### src/rtl/ms_out_buff_pkg.sv
// ms_out_buff_pkg
// Shared types and sizing for the multiply/shift output buffer.
//   FTk_t : forward token  (v = valid, r = release, c = control flag, d = data)
//   BTk_t : backward token (t, v, c mirrored upstream; n = nack / stop firing)
//   SIZE_OUT_BUFF_MS : default number of buffer entries
//   PIPE_DEPTH_MS    : default maximum operations in flight upstream
package ms_out_buff_pkg;

    localparam int SIZE_OUT_BUFF_MS = 8;
    localparam int PIPE_DEPTH_MS    = 4;
    localparam int DATA_W           = 16;

    typedef struct packed {
        logic              v;
        logic              r;
        logic              c;
        logic [DATA_W-1:0] d;
    } FTk_t;

    typedef struct packed {
        logic t;
        logic v;
        logic c;
        logic n;
    } BTk_t;

endpackage

### src/rtl/ms_buff_ram.sv
// ms_buff_ram
// Token storage for the output buffer: one synchronous write port and one
// asynchronous read port. Contents are not reset; validity is tracked by the
// pointers and occupancy count in the parent.
//   clock    : system clock
//   i_we     : write enable
//   i_waddr  : write address
//   i_wdata  : token written at i_waddr
//   i_raddr  : read address
//   o_rdata  : token stored at i_raddr (combinational)
module ms_buff_ram
    import ms_out_buff_pkg::*;
#(
    parameter int DEPTH = SIZE_OUT_BUFF_MS
) (
    input  logic                     clock,
    input  logic                     i_we,
    input  logic [$clog2(DEPTH)-1:0] i_waddr,
    input  FTk_t                     i_wdata,
    input  logic [$clog2(DEPTH)-1:0] i_raddr,
    output FTk_t                     o_rdata
);

    FTk_t r_mem [DEPTH];

    always_ff @(posedge clock) begin
        if (i_we) begin
            r_mem[i_waddr] <= i_wdata;
        end
    end

    assign o_rdata = r_mem[i_raddr];

endmodule

### src/rtl/ms_out_buff.sv
// ms_out_buff
// In-order result buffer behind the variable-latency multiply/shift cluster.
// Results are captured as they leave the pipeline and replayed to the next
// element under the forward/backward token handshake. Space is reserved for
// every operation already fired into the pipeline, so upstream is told to
// stop firing early enough that no in-flight result ever finds the buffer full.
//   clock    : system clock
//   reset    : asynchronous, active-low reset
//   I_Active : module activation; low blocks pushes/pops and hides the head
//   I_Fired  : upstream issued one operation this cycle
//   I_FTk    : result token from upstream
//   O_FTk    : head-of-buffer token to downstream
//   I_BTk    : backward token from downstream (n = nack)
//   O_BTk    : backward token to upstream (n = stop firing)
//   O_Count  : occupied entries
//   O_Err    : sticky overflow / unmatched-result flag
module ms_out_buff
    import ms_out_buff_pkg::*;
#(
    parameter int SIZE_OUT_BUFF = SIZE_OUT_BUFF_MS,
    parameter int PIPE_DEPTH    = PIPE_DEPTH_MS
) (
    input  logic                               clock,
    input  logic                               reset,
    input  logic                               I_Active,
    input  logic                               I_Fired,
    input  FTk_t                               I_FTk,
    output FTk_t                               O_FTk,
    input  BTk_t                               I_BTk,
    output BTk_t                               O_BTk,
    output logic [$clog2(SIZE_OUT_BUFF+1)-1:0] O_Count,
    output logic                               O_Err
);

    localparam int PTR_W = $clog2(SIZE_OUT_BUFF);
    localparam int CNT_W = $clog2(SIZE_OUT_BUFF + 1);
    localparam int IFL_W = $clog2(PIPE_DEPTH + 1);
    // One extra bit holds Count + InFlight, which never exceeds 2*SIZE_OUT_BUFF.
    localparam int SUM_W = CNT_W + 1;

    logic [PTR_W-1:0] r_wr_ptr;
    logic [PTR_W-1:0] r_rd_ptr;
    logic [CNT_W-1:0] r_count;
    logic [IFL_W-1:0] r_inflight;
    logic             r_err;

    logic [CNT_W-1:0] w_count_nxt;
    logic [IFL_W-1:0] w_inflight_nxt;
    logic             w_err_nxt;
    logic             w_fire;
    logic             w_push_req;
    logic             w_push_ok;
    logic             w_pop;
    logic             w_full;
    logic             w_head_v;
    logic             w_release;
    logic             w_overflow;
    logic             w_unmatched;
    logic             w_stop;
    logic [SUM_W-1:0] w_reserved;
    FTk_t             w_head;

    ms_buff_ram #(
        .DEPTH (SIZE_OUT_BUFF)
    ) u_ram (
        .clock   (clock),
        .i_we    (w_push_ok),
        .i_waddr (r_wr_ptr),
        .i_wdata (I_FTk),
        .i_raddr (r_rd_ptr),
        .o_rdata (w_head)
    );

    assign w_fire     = I_Fired & I_Active;
    assign w_push_req = I_Active & I_FTk.v;
    assign w_full     = (r_count == CNT_W'(SIZE_OUT_BUFF));

    // The reset term keeps the head hidden for the whole reset pulse, not
    // just from the next edge on.
    assign w_head_v   = (r_count != '0) & I_Active & reset;
    assign w_pop      = w_head_v & ~I_BTk.n;

    // A pop in the same cycle frees the slot, so a push at full still fits.
    assign w_push_ok  = w_push_req & (~w_full | w_pop);
    assign w_overflow = w_push_req & w_full & ~w_pop;
    assign w_release  = w_pop & w_head.r;

    always_comb begin
        w_count_nxt = r_count;
        unique case ({w_push_ok, w_pop})
            2'b10:   w_count_nxt = r_count + CNT_W'(1);
            2'b01:   w_count_nxt = r_count - CNT_W'(1);
            default: w_count_nxt = r_count;
        endcase
    end

    // InFlight tracks operations fired but not yet returned. A result that
    // arrives with nothing outstanding is a protocol error; the counter holds
    // at zero rather than wrapping.
    always_comb begin
        w_inflight_nxt = r_inflight;
        w_unmatched    = w_push_req & (r_inflight == '0);
        if (w_release) begin
            // Releasing retires everything outstanding; a fire in the same
            // cycle belongs to the next batch and is still counted.
            w_inflight_nxt = w_fire ? IFL_W'(1) : '0;
        end else begin
            unique case ({w_fire, w_push_req})
                2'b10: begin
                    if (r_inflight != IFL_W'(PIPE_DEPTH)) begin
                        w_inflight_nxt = r_inflight + IFL_W'(1);
                    end
                end
                2'b01: begin
                    if (r_inflight != '0) begin
                        w_inflight_nxt = r_inflight - IFL_W'(1);
                    end
                end
                default: w_inflight_nxt = r_inflight;
            endcase
        end
    end

    assign w_err_nxt = r_err | w_overflow | w_unmatched;

    always_ff @(posedge clock or negedge reset) begin
        if (!reset) begin
            r_wr_ptr   <= '0;
            r_rd_ptr   <= '0;
            r_count    <= '0;
            r_inflight <= '0;
            r_err      <= 1'b0;
        end else begin
            if (w_push_ok) begin
                r_wr_ptr <= r_wr_ptr + PTR_W'(1);
            end
            if (w_pop) begin
                r_rd_ptr <= r_rd_ptr + PTR_W'(1);
            end
            r_count    <= w_count_nxt;
            r_inflight <= w_inflight_nxt;
            r_err      <= w_err_nxt;
        end
    end

    // Stop firing once stored plus reserved entries would fill the buffer.
    assign w_reserved = SUM_W'(r_count) + SUM_W'(r_inflight);
    assign w_stop     = (w_reserved >= SUM_W'(SIZE_OUT_BUFF)) | ~I_Active;

    always_comb begin
        O_FTk = '0;
        if (w_head_v) begin
            O_FTk   = w_head;
            O_FTk.v = 1'b1;
        end
    end

    always_comb begin
        O_BTk = '0;
        if (reset) begin
            O_BTk.t = I_BTk.t;
            O_BTk.v = I_BTk.v;
            O_BTk.c = I_BTk.c;
            O_BTk.n = w_stop;
        end
    end

    assign O_Count = r_count;
    assign O_Err   = r_err;

endmodule
### config.mk
export PLATFORM = sky130hd
export DESIGN_NAME = ms_out_buff
export DESIGN_NICKNAME = d
export VERILOG_FILES = /design/src/rtl/ms_out_buff_pkg.sv /design/src/rtl/ms_buff_ram.sv /design/src/rtl/ms_out_buff.sv
export SDC_FILE = /design/constraint.sdc
export NUM_CORES = 1
export LEC_CHECK = 0
export CAP_MARGIN = 15
export CORE_ASPECT_RATIO = 1.2
export CORE_MARGIN = 3
export CORE_UTILIZATION = 35
export CTS_BUF_LIST = sky130_fd_sc_hd__clkbuf_4
export CTS_CLUSTER_SIZE = 30
export DETAILED_ROUTE_END_ITERATION = 7
export GPL_TIMING_DRIVEN = 0
export SETUP_SLACK_MARGIN = 0.4
export SYNTH_ARGS = -nofsm -noshare
export SYNTH_HDL_FRONTEND = slang
export SYNTH_SLANG_ARGS = --single-unit
### constraint.sdc
create_clock -name clock -period 2.5 [get_ports clock]
set_input_delay 0.25 -clock clock [delete_from_list [all_inputs] [get_ports clock]]
set_output_delay 0.25 -clock clock [all_outputs]
set_load 0.01 [all_outputs]
* Word level (Yosys, flattened, before mapping)
Memory sizes are Yosys's and may differ from the RTL's.
Index checks and enable logic that the tools add are counted.
** Word-level totals
- Flip-flop bits (word level) :: 14
- Bits in latches :: 0
- Memory bits (writable) :: 152
- Bits in read-only memories :: 0
- Memories :: 1
** Operators by class
- Add/sub/neg operators :: 7
- Multiply operators :: 0
- Div/mod/pow operators :: 0
- $lt $le $gt $ge :: 1
- Equality and inequality tests :: 8
- Shift operators :: 0
- Mux-type cells :: 10
- Bitwise logic cells :: 18
- Reduce and logical (&&, ||, !) cells :: 6
** Memories
- u_ram.r_mem :: depth 8, width 19, read ports 1, clocked after memory_dff 0, write ports 1, RTL line ms_buff_ram.sv:24 : FTk_t r_mem [DEPTH];
** Operators by type and width (number)
- 19-bit two-way mux :: 1
- 1-bit bitwise AND :: 10
- 3-bit by 1-bit adder with 3-bit output (second input constant) :: 3
- 3-bit two-way mux :: 3
- 3-bit inequality test (second input constant) :: 3
- 4-bit case mux with 2 select lines :: 1
- 3-bit case mux with 2 select lines :: 1
- 3-bit nonzero test :: 2
- 4-bit by 3-bit adder with 5-bit output :: 1
- 5-bit by 4-bit greater-or-equal comparator with 1-bit output (second input constant) :: 1
- 4-bit by 1-bit adder with 4-bit output (second input constant) :: 1
- 2-bit by 1-bit == test with 1-bit output (second input constant) :: 2
- 2-bit == test (second input constant) :: 2
- 4-bit == test (second input constant) :: 1
- 4-bit two-way mux :: 1
- 1-bit NOT :: 4
- 1-bit bitwise OR :: 4
- 4-bit nonzero test :: 1
- 4-bit by 1-bit subtractor with 4-bit output (second input constant) :: 1
- 3-bit logical NOT :: 1
- 1-bit two-way mux :: 3
- 3-bit AND reduction :: 1
- 3-bit by 1-bit subtractor with 3-bit output (second input constant) :: 1
- 2-bit nonzero test :: 1

* Longest topological paths before layout
- Depth after elaboration :: 8
- Depth in mapped cells :: 10
- Mapped depth without buffers :: 8

* Hierarchy
From an unflattened synthesis, not the netlist that was laid out.
** Second synthesis, totals
- Cell total of the unflattened synthesis :: 346
- Area, all modules :: 6988.0 µm²
** Modules (own cells, without submodules)
- ms_buff_ram :: times used 1, cells an instance 232, area each 5879.4 µm²
- ms_out_buff :: times used 1, cells an instance 114, area each 1108.6 µm²

* Worst setup path before layout
Ideal clock, no wire load.
- Path kind :: reg-to-reg
- From :: register r_count[0], in the netlist O_Count[0]
- To :: memory u_ram.r_mem[0][0] (netlist bit) (enable)
- Setup time :: 0.416 ns
- Data arrival time :: 2.325 ns
- Path slack :: -0.241 ns
- Stages on the path, launching flop included :: 6
- Cell sequence :: dfrtp_1 -> nor3_1 -> o211ai_1 -> and2b_1 -> nand2b_1 -> nor3_1
** On the way
- Word-level cells in the longest chain between the ends :: 8
- Elaborated cells between the ends (all ways) :: 10
** RTL lines
- from (decl) :: RTL line ms_out_buff.sv:43 : logic [CNT_W-1:0] r_count;
- from (signal assigned) :: RTL line ms_out_buff.sv:140 : r_count <= w_count_nxt;
- 4-bit nonzero test :: RTL line ms_out_buff.sv:80 : assign w_head_v = (r_count != '0) & I_Active & reset;
- 1-bit bitwise AND (2 in a row) :: RTL line ms_out_buff.sv:80
- 1-bit bitwise AND :: RTL line ms_out_buff.sv:81 : assign w_pop = w_head_v & ~I_BTk.n;
- 1-bit bitwise OR (*) :: RTL line ms_out_buff.sv:84 : assign w_push_ok = w_push_req & (~w_full | w_pop);
- 1-bit bitwise AND (*) :: RTL line ms_out_buff.sv:84
- 1-bit two-way mux (*) :: RTL line ms_buff_ram.sv:27 : if (i_we) begin
- 1-bit two-way mux (not written as such) (*) :: RTL line ms_buff_ram.sv:28 : r_mem[i_waddr] <= i_wdata;
- to (decl) :: RTL line ms_buff_ram.sv:24
Mark *: on every way between the ends. The rest lies on a longest branch, timed or not.

==> out/metrics.yaml <==
synth_ff_type: "edfxtp_1"
r2r_end: "u_ram.r_mem[1][0]$_DFFE_PP_"
ys_warn_count: 0
whs_endpoint: "O_Err$_DFF_PN0_"
synthTopCellsByCount: "144 x edfxtp_1, 36 x mux4_2, 27 x nor2_1"
status: "complete, no violations"
syn_avg_cell_area_sq_um: 19.4
reg2reg_slack_ns: 0.41
track_usage: 0.145
post_drt_wl_per_cell_um: 20.4
p_comb_frac: 0.425
firstDrtPassIters: 4
cp_max_fo: 6
path_clk_slew_ns: 0.13
die_area_sq_mm: 0.0202
grt_pass1_vias: 3684
switchingPower_w: 0.00269
drc: 0
required_ns: 2.25
max-cap-violations: 0
skew_ns: 0.0220
postPlaceCellArea_sq_mm: 0.00748
ys_ff_latch: 158
yosysTopAreaCell: "edfxtp_1"
rsz0062_at_grt: "yes"
crit_type: "reg -> out"
min_path_type: "in -> reg"
finalCritPeriodShare: 0.995
synth_nets: 369
rr_worst_depth: 9
slew_viol_final: 0
power_density_mw_per_mm2: 979
core_area_sq_mm: 0.0178
finalNonFillerCells: 690
clk_latency_ns: 0.56
grt_pass1_wl_um: 21200
drive_gt1_frac: 0.416
whs_path_depth: 3
overflow: 0
die_w_um: 130
grt_start_max_net_pins: 17
hold_start: "I_Active"
hold_viol: 0
ys_types: 42
r2r_start: "O_Count[2]$_DFFE_PN0P_"
synth_most_common_cell: "edfxtp_1"
slew_headroom: 0.522
final_core_util: 0.471
design_area_sq_mm: 0.00841
tightestPinTransition_ns: 0.715
cts_root_buffer: "clkbuf_4"
ant_nets: 0
postSynth.asyncResetShare: 0.0886
syn_to_final_growth_pct: 29.8
netlist_area_sq_mm: 0.00648
vias: 3502
synth_edf_count: 144
clk_path_buf_depth: 2
netSwitchingFraction: 0.326
pin_count: 55
leakage_nw: 2.92
cp-start-kind: "flip-flop"
seq_power_share: 0.411
htreeDepth: 4
crit_arrival_ns: 2.24
start_util: 0.363
die_h_um: 155
finish.net_count: 491
cts_inserted_buffers: 17
numClockSinks: 158
drt-total-wl_um: 14100
rows: 53
pwr-share-clk: 0.163
placed_cells: 614
ir_worst_vdd_v: 0.000450
portBuffers: 52
p_total_w: 0.00824
synth_cells: 334
dpl.hpwl_um: 8590
fin_setup_tns_ns: 0
cts_tree: "done"
drt_iter0_drc: 185
ys_top_cells_by_area: "edfxtp_1 67%, mux4_2 13%, dfrtp_1 5.4%"
ys_seq_area_frac: 0.721
period_minus_slack_ns: 2.49
gp_congestion: 0.726
cellInternalPower_w: 0.00555
end_kind: "output port"
antenna_found_initial: 1
netlist.area_leader.share: 0.667
fmax_ghz: 0.402
drt-vias-per-instance: 5.08
setup_viol: 0
per-stage QoR:
step | hold WS, ns | setup WS (ns)
final | 0.0666 | 0.0115
after global routing | 0.0585 | -0.139
after CTS | 0.00786 | -0.0633
after detailed placement | 0.502 | -0.894
after global placement | 0.487 | -1.72
after floorplan | -0.0456 | 0.240
cell families (layout without fill, tap and decap cells):
kind of cell	after synthesis	count (layout)	synth area share
other	0	1	0
buffers and inverters	24	159	0.0199
XOR/XNOR	11	11	0.0149
multiplexers	57	57	0.160
adder cells (fa/ha/maj)	8	8	0.0178
AND/OR/NAND/NOR	59	59	0.0473
AO/OA/AOI/OAI	17	17	0.0189
flip-flops	158	158	0.721
layer usage:
metal | up-vias | global-route usage | routed length (um)
li1 | 1572 | - | -
met1 | 1827 | 0.185 | 5800
met2 | 84 | 0.241 | 7370
met3 | 19 | 0.0350 | 623
met4 | 0 | 0.0475 | 282
met5 | - | 0 | 0
layout make-up:
| class | count | area, sq um |
|---|---|---|
| diodes | 1 | 2.50 |
| plain buffers | 16 | 216 |
| clock buffers | 17 | 128 |
| clock inverters | 15 | 110 |
| fillers | 1482 | 9430 |
| inverters | 8 | 37.5 |
| multi-input cells | 152 | 1860 |
| flip-flops and latches | 158 | 4680 |
| well taps | 220 | 275 |
| repair buffers | 103 | 1100 |
flip-flops by register name, indices dropped and copies added, names as in the netlist:
name and cells:
r_wr_ptr 3, O_Err 1, r_inflight 3, O_Count 4, r_rd_ptr 3, u_ram.r_mem 144
cells in the final DEF (no fill, tap or decap), types with 4 or more instances in the layout:
cell type	synthesis	layout
edfxtp_1	144	144
mux4_2	36	36
clkdlybuf4s50_1	0	30
buf_4	4	23
buf_2	7	21
nor2_1	27	19
mux2i_1	18	18
clkbuf_4	0	17
buf_6	2	16
buf_12	0	12
dfrtp_1	14	8
nand2_1	9	7
dfrtp_2	0	6
nor2_4	0	6
xor2_1	6	6
inv_6	0	6
inv_1	8	5
nor3_4	1	5
a21oi_1	5	4
xnor2_1	5	4
buf_16	0	4
worst max path at each step:
stage                                        from                          end  slack [ns]
final                     r_rd_ptr[0]$_DFFE_PN0N_                    O_FTk[11]        0.01
after CTS                 r_rd_ptr[0]$_DFFE_PN0N_                    O_FTk[12]       -0.06
after floorplan            O_Count[0]$_DFFE_PN0P_  u_ram.r_mem[2][0]$_DFFE_PP_        0.24
after global placement                      reset  u_ram.r_mem[2][6]$_DFFE_PP_       -1.72
after global routing      r_rd_ptr[0]$_DFFE_PN0N_                    O_FTk[12]       -0.14
after detailed placement                    reset  u_ram.r_mem[6][6]$_DFFE_PP_       -0.89
worst max-delay path: stages, from the launching register on:
cell and delay (ns):
dfrtp_1 0.43, buf_12 0.15, buf_6 0.11, buf_12 0.11, buf_16 0.13, mux4_2 0.41, mux2i_1 0.13, nor2_1 0.07
buf_2 0.14
repair_timing:
item,4_1_cts,5_1_grt
pin swaps,15,16
cloned,3,0
resized for setup,159,24
hold buffers,2,0
hold endpoints to repair,15,0
setup buffers,30,8
endpoints found under the setup margin,169,145
power groups by stage:
| stage | logic, W | clock network (W) | registers, W |
|---|---|---|---|
| CTS | 0.00340 | 0.00138 | 0.00338 |
| finish | 0.00350 | 0.00134 | 0.00339 |
| floorplan | 0.00167 | 0 | 0.00341 |
| global route | 0.00377 | 0.00151 | 0.00342 |
| global placement | 0.00238 | 0 | 0.00343 |
| detailed placement | 0.00252 | 0 | 0.00346 |
Power figures use the tool's default switching activity.
